--- src/rtl/instr_stream_loader_if.sv ---
// instr_stream_loader_if
//   Byte-stream input handshake plus instruction-memory write bus for the
//   program loader.
//   master : stream producer / memory observer (drives in_valid_i, in_data_i)
//   slave  : the loader (drives in_ready_o and the imem_* write bus)
//   Signals:
//     in_valid_i   - stream byte valid
//     in_data_i    - stream byte
//     in_ready_o   - loader can accept a byte
//     imem_we_o    - one-cycle write strobe per assembled word
//     imem_addr_o  - word address of the write
//     imem_wdata_o - 32-bit instruction word
interface instr_stream_loader_if #(
    parameter int ADDR_W = 8
);
    logic              in_valid_i;
    logic [7:0]        in_data_i;
    logic              in_ready_o;
    logic              imem_we_o;
    logic [ADDR_W-1:0] imem_addr_o;
    logic [31:0]       imem_wdata_o;

    modport master (
        output in_valid_i, in_data_i,
        input  in_ready_o, imem_we_o, imem_addr_o, imem_wdata_o
    );

    modport slave (
        input  in_valid_i, in_data_i,
        output in_ready_o, imem_we_o, imem_addr_o, imem_wdata_o
    );
endinterface

--- src/rtl/instr_stream_loader.sv ---
// instr_stream_loader
//   Hardware program loader. Takes a little-endian byte stream
//   (2-byte word count, then count x 4-byte words, LSB first), writes each
//   word into instruction memory with a one-cycle strobe, then raises start_o
//   to launch the CPU.
//   Ports:
//     clk_i          - clock, rising edge
//     rst_i          - asynchronous active-low reset
//     bus            - stream handshake + imem write bus (slave side)
//     start_o        - CPU start, held until reset
//     busy_o         - loader is in HDR0/HDR1/DATA/START
//     err_o          - sticky: header count exceeded DEPTH
//     words_loaded_o - words written so far
module instr_stream_loader #(
    parameter int DEPTH  = 256,
    parameter int ADDR_W = 8
) (
    input  logic                 clk_i,
    input  logic                 rst_i,
    instr_stream_loader_if.slave bus,
    output logic                 start_o,
    output logic                 busy_o,
    output logic                 err_o,
    output logic [15:0]          words_loaded_o
);

    localparam logic [16:0] DEPTH_L = 17'(DEPTH);

    typedef enum logic [2:0] {
        S_HDR0,
        S_HDR1,
        S_DATA,
        S_START,
        S_RUN,
        S_ERR
    } state_t;

    state_t            r_state;
    logic [7:0]        r_cnt_lo;
    logic [15:0]       r_count;
    logic [1:0]        r_idx;
    logic [23:0]       r_asm;
    logic [ADDR_W-1:0] r_waddr;

    logic              r_ready;
    logic              r_we;
    logic [ADDR_W-1:0] r_addr;
    logic [31:0]       r_wdata;
    logic              r_start;
    logic              r_busy;
    logic              r_err;
    logic [15:0]       r_words;

    logic              w_xfer;
    logic [15:0]       w_count;

    assign w_xfer  = bus.in_valid_i & r_ready;
    assign w_count = {bus.in_data_i, r_cnt_lo};

    always_ff @(posedge clk_i or negedge rst_i) begin
        if (!rst_i) begin
            r_state  <= S_HDR0;
            r_cnt_lo <= '0;
            r_count  <= '0;
            r_idx    <= '0;
            r_asm    <= '0;
            r_waddr  <= '0;
            r_ready  <= 1'b0;
            r_we     <= 1'b0;
            r_addr   <= '0;
            r_wdata  <= '0;
            r_start  <= 1'b0;
            r_busy   <= 1'b0;
            r_err    <= 1'b0;
            r_words  <= '0;
        end else begin
            // Strobe is a single-cycle pulse; only a completing word re-arms it.
            r_we <= 1'b0;
            case (r_state)
                S_HDR0: begin
                    // ready/busy come up on the first edge out of reset
                    r_ready <= 1'b1;
                    r_busy  <= 1'b1;
                    if (w_xfer) begin
                        r_cnt_lo <= bus.in_data_i;
                        r_state  <= S_HDR1;
                    end
                end
                S_HDR1: begin
                    if (w_xfer) begin
                        r_count <= w_count;
                        if ({1'b0, w_count} > DEPTH_L) begin
                            r_state <= S_ERR;
                            r_ready <= 1'b0;
                            r_busy  <= 1'b0;
                            r_err   <= 1'b1;
                        end else if (w_count == 16'd0) begin
                            r_state <= S_START;
                            r_ready <= 1'b0;
                        end else begin
                            r_state <= S_DATA;
                            r_waddr <= '0;
                            r_idx   <= '0;
                        end
                    end
                end
                S_DATA: begin
                    if (w_xfer) begin
                        r_idx <= r_idx + 2'd1;
                        case (r_idx)
                            2'd0: r_asm[7:0]   <= bus.in_data_i;
                            2'd1: r_asm[15:8]  <= bus.in_data_i;
                            2'd2: r_asm[23:16] <= bus.in_data_i;
                            default: begin
                                // Fourth byte completes the word directly into
                                // the write register; no extra cycle.
                                r_we    <= 1'b1;
                                r_wdata <= {bus.in_data_i, r_asm};
                                r_addr  <= r_waddr;
                                r_waddr <= r_waddr + ADDR_W'(1);
                                r_words <= r_words + 16'd1;
                                if (r_words == r_count - 16'd1) begin
                                    r_state <= S_START;
                                    r_ready <= 1'b0;
                                end
                            end
                        endcase
                    end
                end
                S_START: begin
                    r_start <= 1'b1;
                    r_busy  <= 1'b0;
                    r_state <= S_RUN;
                end
                S_RUN:   ;
                S_ERR:   ;
                default: r_state <= S_ERR;
            endcase
        end
    end

    assign bus.in_ready_o   = r_ready;
    assign bus.imem_we_o    = r_we;
    assign bus.imem_addr_o  = r_addr;
    assign bus.imem_wdata_o = r_wdata;
    assign start_o          = r_start;
    assign busy_o           = r_busy;
    assign err_o            = r_err;
    assign words_loaded_o   = r_words;

endmodule

--- src/flat_wrapper.sv ---
// flat-port wrapper written by rule: the top's interface ports become plain ports
module instr_stream_loader_flat 
#(
    parameter int DEPTH  = 256,
    parameter int ADDR_W = 8
)
  (clk_i, rst_i, start_o, busy_o, err_o, words_loaded_o, bus_in_valid_i, bus_in_data_i, bus_in_ready_o, bus_imem_we_o, bus_imem_addr_o, bus_imem_wdata_o);
  instr_stream_loader_if #(.ADDR_W(ADDR_W)) bus_i ();
  input  logic clk_i;
  input  logic rst_i;
  output logic start_o;
  output logic busy_o;
  output logic err_o;
  output logic [15:0] words_loaded_o;
  input wire logic [$bits(bus_i.in_valid_i)-1:0] bus_in_valid_i;
  input wire logic [$bits(bus_i.in_data_i)-1:0] bus_in_data_i;
  output wire logic [$bits(bus_i.in_ready_o)-1:0] bus_in_ready_o;
  output wire logic [$bits(bus_i.imem_we_o)-1:0] bus_imem_we_o;
  output wire logic [$bits(bus_i.imem_addr_o)-1:0] bus_imem_addr_o;
  output wire logic [$bits(bus_i.imem_wdata_o)-1:0] bus_imem_wdata_o;
  assign bus_i.in_valid_i = bus_in_valid_i;
  assign bus_i.in_data_i = bus_in_data_i;
  assign bus_in_ready_o = bus_i.in_ready_o;
  assign bus_imem_we_o = bus_i.imem_we_o;
  assign bus_imem_addr_o = bus_i.imem_addr_o;
  assign bus_imem_wdata_o = bus_i.imem_wdata_o;
  instr_stream_loader #(.DEPTH(DEPTH), .ADDR_W(ADDR_W)) u_core (.clk_i(clk_i), .rst_i(rst_i), .bus(bus_i), .start_o(start_o), .busy_o(busy_o), .err_o(err_o), .words_loaded_o(words_loaded_o));
endmodule
--- config.mk ---
export PLATFORM = sky130hd
export DESIGN_NAME = instr_stream_loader_flat
export DESIGN_NICKNAME = d
export VERILOG_FILES = /design/src/rtl/instr_stream_loader_if.sv /design/src/rtl/instr_stream_loader.sv /design/src/flat_wrapper.sv
export SDC_FILE = /design/constraint.sdc
export NUM_CORES = 1
export LEC_CHECK = 0
export ABC_AREA = 1
export CAP_MARGIN = 0
export CORE_ASPECT_RATIO = 1.75
export CORE_MARGIN = 10
export CORE_UTILIZATION = 45
export CTS_CLUSTER_DIAMETER = 100
export DETAILED_ROUTE_END_ITERATION = 8
export PLACE_DENSITY = 0.67
export SKIP_CTS_REPAIR_TIMING = 1
export SYNTH_ARGS = -nofsm -noshare
export SYNTH_HDL_FRONTEND = slang
export SYNTH_SLANG_ARGS = --single-unit
--- constraint.sdc ---
create_clock -name clk_i -period 4.47 [get_ports clk_i]
set_input_delay 0.894 -clock clk_i [delete_from_list [all_inputs] [get_ports clk_i]]
set_output_delay 0.894 -clock clk_i [all_outputs]
set_load 0.01 [all_outputs]
# Word level (Yosys, flattened, before mapping)
# Cells that the tools add are included.
word_totals:
  ff_bits: 122
  inputBits: 11
classes:
  add_sub_neg: 4
  n_lt_le_gt_ge: 1
  eq_ne: 17
  mux: 32
  n_bitwise: 3
  reduce_logical: 20
op_table:
  columns: ["op", "count"]
  rows:
  - ["8-bit 2-to-1 mux", 5]
  - ["3-bit 2-to-1 mux", 6]
  - ["3-bit AND reduction", 6]
  - ["6-bit AND reduction", 3]
  - ["16-bit by 1-bit adder with 16-bit output (second input constant)", 1]
  - ["16-bit equality test", 1]
  - ["16-bit by 9-bit greater-than comparator with 1-bit output (second input constant)", 1]
  - ["16-bit zero test", 1]
  - ["8-bit one-hot mux with 2 select lines", 1]
  - ["16-bit by 1-bit subtractor with 16-bit output (second input constant)", 1]
  - ["3-bit one-hot mux with 5 select lines", 1]
  - ["1-bit 2-to-1 mux", 12]
  - ["2-bit by 1-bit inequality test with 1-bit output (second input constant)", 5]
  - ["8-bit by 1-bit adder with 8-bit output (second input constant)", 1]
  - ["2-bit 2-to-1 mux", 4]
  - ["3-bit by 2-bit equality test with 1-bit output (second input constant)", 2]
  - ["3-bit equality test (second input constant)", 2]
  - ["2-bit inequality test (second input constant)", 3]
  - ["1-bit one-hot mux with 3 select lines", 2]
  - ["3-bit nonzero test", 2]
  - ["5-bit AND reduction", 1]
  - ["2-bit one-hot mux with 2 select lines", 1]
  - ["2-bit AND reduction", 2]
  - ["3-bit by 1-bit equality test with 1-bit output (second input constant)", 1]
  - ["other kinds (11)", 12]

# Depth between registers and ports, before layout
logic_depth:
  word_depth: 6
  mapped_depth: 16
  depth_no_buf: 16

# Worst setup path after synthesis
# No wires, ideal clock.
synth_path:
  kind: "input to register"
  start: "input port bus_in_valid_i"
  end: "register u_core.r_words[14], in the netlist u_core.words_loaded_o[14]"
  setup_ps: 124
  t_arrival_ps: 2075
  path_slack_ps: 2271
  path_stages: 10
  cell_sequence: "nand2_1 inv_1 nand3_2 nor2_4 nand3_2 nor2_4 nand2_4 nor2_2 nand4_1 xor2_1"
synth_between:
  elab_chain_len: 2
synth_lines:
  columns: ["element", "line", "source"]
  rows:
  - ["start: declaration", "flat_wrapper.sv:15", "input wire logic [$bits(bus_i.in_valid_i)-1:0] bus_in_valid_i;"]
  - ["1-bit bitwise AND", "instr_stream_loader.sv:57", "assign w_xfer = bus.in_valid_i & r_ready;"]
  - ["3-bit AND reduction (no source line)", null, null]
  - ["end signal: assignment", "instr_stream_loader.sv:121", "r_words <= r_words + 16'd1;"]
  - ["end: declaration", "instr_stream_loader.sv:52", "logic [15:0] r_words;"]
# No other way between the ends.
# A chain may end at the register's enable or synchronous reset.

# Final worst setup path
layout_path:
  start: "input port bus_in_data_i[7]"
  end: "register u_core.r_waddr[4]"
layout_between:
  elab_chain_len: 3
  word_cells_on_any_way: 5
layout_lines:
  columns: ["element", "line", "source"]
  rows:
  - ["start: declaration", "flat_wrapper.sv:16", "input wire logic [$bits(bus_i.in_data_i)-1:0] bus_in_data_i;"]
  - ["16-bit by 9-bit greater-than comparator with 1-bit output / 16-bit zero test (equally long branches)", "instr_stream_loader.sv:92, instr_stream_loader.sv:97", null]
  - ["2-bit inequality test (no source line)", null, null]
  - ["6-bit AND reduction (no source line) *", null, null]
  - ["end signal: assignment", "instr_stream_loader.sv:120", "r_waddr <= r_waddr + ADDR_W'(1);"]
  - ["end: declaration", "instr_stream_loader.sv:43", "logic [ADDR_W-1:0] r_waddr;"]
# Every way passes the cells marked *; elsewhere a longest branch is shown, timed or not.

==> impl_metrics.py <==
metrics = {
    "job": {
        "drv_cap": 0,
    },
    "cts": {
        "cts_tree": "built",
        "numCtsBuffers": 17,
        "path_clk_slew_ns": 0.06,
        "cts.sinks": 122,
        "clock_latency_ns": 0.41,
        "cts_root_buffer": "clkbuf_16",
        "h-tree-depth": 4,
        "clockBufferDepth": 2,
    },
    "worst_hold_path": {
        "hp-class": "flop to flop",
        "worstHoldStart": "u_core.start_o",
    },
    "power": {
        "seqPwrFrac_pct": 45.5,
        "worst_ir_drop_vdd_uv": 272.8,
        "clkPwrFrac_pct": 52.6,
        "power_density_nw_per_um2": 342.5,
        "p_sw_mw": 0.5462,
        "intPower_mw": 1.880,
        "leakage_nw": 3.547,
        "switching_share_pct": 22.51,
        "pwr-share-comb_pct": 1.9,
    },
    "route": {
        "ant_nets": 0,
        "vias": 4683,
        "wirelength_um": 14040,
        "viasPerCell": 5.009,
        "first_pass_iters": 4,
        "drtIter0Drc": 270,
        "wl_per_cell_um": 15.02,
        "drc": 0,
    },
    "placement": {
        "globalplace.congestion": 0.8579,
        "dp_hpwl_um": 10040,
        "portBuffers": 71,
        "post-place-ws_ns": 1.271,
    },
    "worst_setup_path": {
        "critical-path-max-stage-delay_ns": 0.49,
        "path_class": "primary input to flop",
        "cpMaxStageDelayCell": "nor4_1",
        "cp-start-kind": "primary input",
        "critical_path.top_delay_family": "simple AND/OR/NAND/NOR gates",
        "worstPathMaxFanout": 11,
        "crit_top_cell": "nand2_1",
        "cp-startpoint": "bus_in_data_i[7]",
        "cp.required_ns": 4.75,
        "cp_num_buf_inv": 4,
        "crit_arrival_ns": 3.07,
        "timing.rr.start": "u_core.r_state[0]",
        "cp_cell_sequence": "clkdlybuf4s50_1, nor4_1, inv_1, nor2_1, inv_1, nand2_1, nand2_1, nand2_1, nand2_1, nor2_2, inv_1, nand2_1, o21ai_0",
        "cp-end-kind": "flop",
    },
    "global_route": {
        "antenna_found_initial": 0,
        "overflow": 0,
        "grt_pass1_vias": 4878,
        "grt_max_degree": 83,
        "grt_util_all_layers_pct": 16.70,
        "grt_pass1_wl_um": 23890,
    },
    "timing": {
        "setup_ws_ns": 1.682,
        "tightest_slew_ns": 1.066,
        "rsz0062_at_grt": "no",
        "relSlewSlack_pct": 28.96,
        "period_share_pct": 62.37,
        "setup_violations": 0,
        "hold_slack_ns": 0.4690,
        "period_needed_ns": 2.788,
        "setup-tns-final_ns": 0,
        "fin_skew_ns": 0.007466,
        "drv_slew": 0,
        "hold_violations": 0,
        "clock.fmax_mhz": 358.7,
    },
    "die": {
        "io_pins": 72,
        "die_h_um": 168.3,
        "dieWidth_um": 104.8,
        "rows": 54,
        "coreArea_um2": 12360,
        "dieArea_um2": 17630,
        "initial_core_util_pct": 45.75,
    },
    "finish": {
        "diodes": 0,
        "postLayoutCoreUtil_pct": 57.31,
        "num-nets-final": 772,
        "drive_above_1_share_pct": 6.389,
        "nFillCells": 1139,
        "mostFrequentLayoutCells": "241 x nand2_1, 122 x dfrtp_1, 81 x o21ai_0, 70 x inv_1, 70 x clkdlybuf4s50_1",
        "layout_commonest_cell": "nand2_1",
        "area_growth_pct": 25.26,
    },
    "logic_synthesis": {
        "syn_avg_cell_area_um2": 8.319,
        "synth_nets": 698,
        "ys_seq_area_share_pct": 53.97,
        "synthesis.area_um2": 5657,
        "ys_types": 29,
        "synth-seq-cells": 122,
        "ys_warn_count": 0,
        "synthCells": 680,
    },
    "run_status": {
        "status": "completed",
    },
}
per-stage QoR:
step | std cells | power [mW] | instance area, um2
3_3_place_gp | 903 | 1.171 | 6533
2_1_floorplan | 680 | 1.131 | 5657
3_5_place_dp | 903 | 1.172 | 6533
4_1_cts | 935 | 2.449 | 7086
5_1_grt | 935 | 2.510 | 7086
6_report | 935 | 2.427 | 7086
layout make-up:
cell class | count | area [um2] | share of cell area [%]
Sequential cell | 122 | 3053 | 43.09
Multi-Input combinational cell | 467 | 2256 | 31.84
Timing Repair Buffer | 74 | 743.2 | 10.49
Clock buffer | 18 | 429.2 | 6.057
Inverter | 72 | 270.3 | 3.814
Tap cell | 168 | 210.2 | 2.967
Clock inverter | 14 | 123.9 | 1.748
registers in the layout, indices dropped and copies added, names as in the netlist:
signal                   flops
u_core.r_cnt_lo              8
u_core.r_waddr               8
u_core.bus.in_ready_o        1
u_core.r_count              16
u_core.bus.imem_we_o         1
u_core.words_loaded_o       16
u_core.bus.imem_wdata_o     32
u_core.r_asm                24
u_core.busy_o                1
u_core.start_o               1
u_core.bus.imem_addr_o       8
u_core.r_state               3
u_core.r_idx                 2
u_core.err_o                 1
worst min-delay path, cell delays in order, from the launching register on:
cell and delay [ns]:
dfrtp_1 0.34, inv_1 0.05, nand2_1 0.05
Yosys cell counts:
cell | count | area [um2]
o21bai_1 | 2 | 15.01
nor3_4 | 1 | 16.27
inv_2 | 2 | 7.510
nand2_4 | 1 | 11.26
clkbuf_1 | 15 | 56.30
o21ai_0 | 81 | 405.4
xnor2_1 | 10 | 87.58
buf_2 | 2 | 10.01
nor4_1 | 1 | 6.260
nand3b_1 | 7 | 52.55
buf_4 | 1 | 7.510
nor4_4 | 1 | 21.27
nand4_1 | 10 | 62.56
nor2_4 | 2 | 22.52
nand3_2 | 2 | 20.02
ha_1 | 7 | 87.58
a21oi_1 | 2 | 10.01
or2_2 | 1 | 6.260
nor4_2 | 1 | 12.51
nor2_2 | 3 | 18.77
nor3_1 | 2 | 10.01
nand3_1 | 25 | 125.1
xor2_1 | 21 | 183.9
nand2_1 | 241 | 904.6
a22oi_1 | 1 | 7.510
nor2_1 | 45 | 168.9
buf_1 | 1 | 3.750
inv_1 | 70 | 262.8
dfrtp_1 | 122 | 3053
layer usage:
layer / part of all wire [%] / up-vias / GRT usage, %
met5: 0 / - / 0
met4: 2.8 / 0 / 7.554
met3: 4.5 / 28 / 4.511
met2: 53 / 119 / 30.02
met1: 39 / 2249 / 17.67
li1: - / 2287 / -
power by group through the flow:
stage	sequential (mW)	clock (mW)	combinational (mW)
after detailed placement	1.12	0	0.0476
after global routing	1.10	1.35	0.0517
after CTS	1.10	1.30	0.0477
final	1.10	1.28	0.0453
after floorplan	1.12	0	0.00651
after global placement	1.12	0	0.0461
final timing paths:
path,slack [ns],to,cells after the start
max in group asynchronous,3.02,u_core.bus.imem_wdata_o[25],2
worst max register to register,2.08,u_core.words_loaded_o[15],9
worst min register to register,0.47,u_core.start_o,2
worst max-delay path,1.68,u_core.r_waddr[4],13
min in group asynchronous,0.66,u_core.words_loaded_o[10],1
worst min-delay path,0.47,u_core.start_o,2
logic make-up (layout without fill, tap and decap cells):
| logic type | after synthesis | count (layout) | share of synthesized area, % |
|---|---|---|---|
| adders and majority gates | 7 | 7 | 1.548 |
| buffers and inverters | 91 | 178 | 6.149 |
| xor gates and xnor gates | 31 | 31 | 4.800 |
| and+or+nand+nor | 343 | 343 | 25.79 |
| AOI/OAI and AO/OA | 86 | 86 | 7.742 |
| DFF | 122 | 122 | 53.97 |
No activity file was read; power rests on OpenSTA's default activity.
